`src/rtl/shift_seq_ctrl.sv`:
```
// rtl/shift_seq_ctrl.sv - two-requester round-robin arbiter with MSB-first serializer
// Optional even-parity trailer bit when SHIFT_SEQ_CTRL_PARITY_EN is defined.
module shift_seq_ctrl #(
    parameter int WIDTH = 4
) (
    input  logic             clk,
    input  logic             rst_n,
    input  logic [1:0]       req,
    input  logic [WIDTH-1:0] din0,
    input  logic [WIDTH-1:0] din1,
    output logic [1:0]       gnt,
    output logic             busy,
    output logic             sout,
    output logic             sout_vld,
    output logic             done,
    output logic             done_id
);

    localparam int CW = $clog2(WIDTH + 1);

`ifdef SHIFT_SEQ_CTRL_PARITY_EN
    typedef enum logic [1:0] {S_IDLE, S_SHIFT, S_PAR, S_DONE} state_t;
`else
    typedef enum logic [1:0] {S_IDLE, S_SHIFT, S_DONE} state_t;
`endif

    state_t           r_state;
    logic [WIDTH-1:0] r_shreg;
    logic [CW-1:0]    r_cnt;
    logic [1:0]       r_gnt;
    logic             r_id;
    logic             r_last;
`ifdef SHIFT_SEQ_CTRL_PARITY_EN
    logic             r_par;
`endif

    logic             w_win;
    logic [WIDTH-1:0] w_din;

    // On contention the requester that was not granted last wins.
    assign w_win = (req == 2'b11) ? ~r_last : req[1];
    assign w_din = w_win ? din1 : din0;

    always_ff @(posedge clk) begin
        if (!rst_n) begin
            r_state <= S_IDLE;
            r_shreg <= '0;
            r_cnt   <= '0;
            r_gnt   <= 2'b00;
            r_id    <= 1'b0;
            r_last  <= 1'b1;
`ifdef SHIFT_SEQ_CTRL_PARITY_EN
            r_par   <= 1'b0;
`endif
        end else begin
            r_gnt <= 2'b00;
            case (r_state)
                S_IDLE: begin
                    if (req != 2'b00) begin
                        r_shreg <= w_din;
                        r_cnt   <= '0;
                        r_id    <= w_win;
                        r_last  <= w_win;
                        r_gnt   <= w_win ? 2'b10 : 2'b01;
`ifdef SHIFT_SEQ_CTRL_PARITY_EN
                        r_par   <= ^w_din;
`endif
                        r_state <= S_SHIFT;
                    end
                end
                S_SHIFT: begin
                    r_shreg <= {r_shreg[WIDTH-2:0], 1'b0};
                    r_cnt   <= r_cnt + CW'(1);
                    if (r_cnt == CW'(WIDTH - 1)) begin
`ifdef SHIFT_SEQ_CTRL_PARITY_EN
                        r_state <= S_PAR;
`else
                        r_state <= S_DONE;
`endif
                    end
                end
`ifdef SHIFT_SEQ_CTRL_PARITY_EN
                S_PAR:   r_state <= S_DONE;
`endif
                S_DONE:  r_state <= S_IDLE;
                default: r_state <= S_IDLE;
            endcase
        end
    end

    assign gnt     = r_gnt;
    assign busy    = (r_state != S_IDLE);
    assign done    = (r_state == S_DONE);
    assign done_id = r_id;

`ifdef SHIFT_SEQ_CTRL_PARITY_EN
    assign sout_vld = (r_state == S_SHIFT) || (r_state == S_PAR);
    assign sout     = (r_state == S_SHIFT) ? r_shreg[WIDTH-1] :
                      (r_state == S_PAR)   ? r_par : 1'b0;
`else
    assign sout_vld = (r_state == S_SHIFT);
    assign sout     = (r_state == S_SHIFT) ? r_shreg[WIDTH-1] : 1'b0;
`endif

endmodule

```
`config.mk`:
```
export PLATFORM = sky130hd
export DESIGN_NAME = shift_seq_ctrl
export DESIGN_NICKNAME = d
export VERILOG_FILES = /design/src/rtl/shift_seq_ctrl.sv
export SDC_FILE = /design/constraint.sdc
export NUM_CORES = 1
export LEC_CHECK = 0
export CAP_MARGIN = 20
export CORE_MARGIN = 1.5
export CORE_UTILIZATION = 43
export DETAILED_ROUTE_END_ITERATION = 8
export PLACE_DENSITY = 0.75
export SKIP_CTS_REPAIR_TIMING = 1
export SYNTH_ARGS = -nofsm -noshare
export SYNTH_HDL_FRONTEND = slang
export SYNTH_SLANG_ARGS = --single-unit
export TNS_END_PERCENT = 100
```
`constraint.sdc`:
```
create_clock -name clk -period 1.32 [get_ports clk]
set_input_delay 0.264 -clock clk [delete_from_list [all_inputs] [get_ports clk]]
set_output_delay 0.264 -clock clk [all_outputs]
set_load 0.005 [all_outputs]
```
==> impl_metrics.json <==
{
  "status": "complete, no violations",
  "final.setup.tns_ns": 0,
  "clk_path_buf_depth": 2,
  "io_buffer_count": 18,
  "viasPerCell": 5.23,
  "avgSynthCellArea_um2": 9.03,
  "synth_edf_count": 0,
  "core_mm2": 0.00128,
  "netlist_instances": 65,
  "hpwl_um": 1040,
  "max_freq_ghz": 0.788,
  "p_leak_uw": 0.000481,
  "cts_tree": "yes",
  "initial_utilization": 0.457,
  "yosysMostFrequentCell": "dfxtp_1",
  "regArea_um2": 263,
  "cts_max_level": 1,
  "r2r_cells": 6,
  "vdd_drop_max_v": 0.000641,
  "crit_path_top_delay_cell": "dfxtp_2",
  "route.detailed.drc": 0,
  "required_ns": 1.06,
  "min_from": "req[1]",
  "dp_slack_ns": -0.246,
  "maxCapViolCount": 0,
  "yosysTopAreaCell": "dfxtp_1",
  "worst_pin_slew_ns": 0.336,
  "yosysWarnings": 0,
  "syn_to_final_growth_pct": 58.4,
  "finalMaxSlewViolations": 0,
  "hp-class": "in -> reg",
  "ff2ff_setup_slack_ns": 0.09,
  "clockRootBuffer": "clkbuf_4",
  "grt_pass1_vias": 509,
  "dieArea_mm2": 0.00160,
  "grt_pass1_wl_um": 2050,
  "r2r-start": "r_state[0]",
  "synthDistinctLibCells": 25,
  "dieHeight_um": 39.9,
  "path_max_fanout": 3,
  "ys.flop_type": "dfxtp_1",
  "setup_viol": 0,
  "grt_max_degree": 9,
  "fp.dieW_um": 39.9,
  "layout.cells.non_filler": 115,
  "clk_pin_slew_ns": 0.08,
  "critPathArrivalTime_ns": 1.00,
  "antenna_found_initial": 0,
  "vias": 601,
  "netlist.area_leader.share": 0.443,
  "cts_made_buffers": 3,
  "grt-ovfl-total": 0,
  "drtIter0Drc": 8,
  "cp-start-kind": "flip-flop",
  "min_period_over_period": 0.961,
  "syn_area_um2": 587,
  "wl_per_cell_um": 11.8,
  "slew_headroom": 0.774,
  "critPathKind": "reg -> out",
  "yosys_register_bits": 13,
  "synth.top_cells.by_area": "dfxtp_1 44%, mux2i_1 6.8%, nor2_1 5.1%",
  "clk_latency_ns": 0.27,
  "ant_nets": 0,
  "async_reset_ff_frac": 0,
  "final_nets": 115,
  "r2r-end": "r_cnt[2]",
  "skew_ns": 0.00778,
  "path_cells": "nand2b_4 > inv_2 > and2_1 > clkbuf_2",
  "drive_gt1_frac": 0.280,
  "place_congestion": 0.687,
  "wirelength_um": 1350,
  "synth_nets": 79,
  "min_period_ns": 1.27,
  "clock-sinks": 13,
  "seq_area_frac_synth": 0.443,
  "worst_slack_ns": 0.0514,
  "min_to": "gnt[1]",
  "critPathCaptureType": "output pin",
  "rows": 13,
  "post-place-cells": 111,
  "first_pass_iters": 4,
  "multi_input_area_um2": 317,
  "ys_top_cells_by_count": "13 x dfxtp_1, 8 x nor2_1, 5 x nand2_1",
  "nFillCells": 112,
  "diodes": 0,
  "cp_slowest_stage_delay_ns": 0.32,
  "grt_usage": 0.195,
  "min_path_cells": 4,
  "num_io_pins": 19,
  "hold_slack_ns": 0.461,
  "power_density_mw_per_mm2": 953,
  "hold_viol_final": 0
}
## critical path, delay by kind of cell, from the launching register on
family        cells  cell delay (ns)
buf+inv           2             0.16
simple gates      2             0.26
flops             1             0.32
## cell usage in the layout, fill, tap and decap left out, drive strengths merged, types with 3 or more instances in the layout
cell type	instances
a21oi	4
a22oi	3
buf	13
clkbuf	6
clkdlybuf4s50	10
dfxtp	13
dlymetal6s2s	6
inv	6
mux2i	4
nand2	5
nor2	9
o21ai	3
o22ai	3
## metrics by stage
step | cell area [um^2] | utilization | total power (uW)
floorplan | 587 | - | 531
global placement | 883 | 0.687 | 649
detailed placement | 883 | 0.687 | 654
CTS | 910 | 0.708 | 891
global route | 930 | 0.723 | 930
finish | 930 | 0.723 | 886
## cells by family (layout without fill, tap and decap cells)
family                     Yosys count  in the layout  share of synthesized area
DFF                                 13             13                      0.443
buffers and inverters                6             41                     0.0384
adders and majority gates            2              2                     0.0426
muxes                                4              4                     0.0682
and+or+nand+nor                     21             21                      0.164
AOI/OAI and AO/OA                   19             19                      0.243
## routing by layer
layer,global-route usage,wire [um],part of all wire,vias up
met5,0,0,0,-
met4,0.0517,13,0.0096,0
met3,0.0667,64,0.047,2
met2,0.315,662,0.49,19
met1,0.247,613,0.45,281
li1,-,-,-,299
## worst max-delay path by stage
stage,slack [ns],depth (start not counted),to,from
after detailed placement,-0.25,5,r_shreg[1],req[1]
after global routing,-0.0003,4,done,r_state[1]
final,0.05,4,sout,r_state[1]
after floorplan,0.24,5,r_cnt[2],r_cnt[0]
after CTS,-0.40,4,sout,r_state[1]
after global placement,-0.21,5,r_shreg[2],req[1]
## power breakdown
| part | total (uW) | leakage, uW | internal (uW) | switching, uW |
|---|---|---|---|---|
| Combinational | 207 | 0.000359 | 117 | 90.2 |
| Sequential | 438 | 0.000108 | 420 | 18.4 |
| Clock | 241 | 0.0000150 | 117 | 124 |
## area by class of cell
| cell class | count | share of cell area |
|---|---|---|
| Multi-Input combinational cell | 46 | 0.341 |
| Timing Repair Buffer | 31 | 0.304 |
| Sequential cell | 13 | 0.283 |
| Clock buffer | 4 | 0.0283 |
| Inverter | 6 | 0.0242 |
| Tap cell | 15 | 0.0202 |
## registers in the layout, summed over array words and instances (netlist names)
name,count
r_state,2
r_shreg,4
r_last,1
gnt,2
r_cnt,3
done_id,1
(Power assumes the default switching activity.)
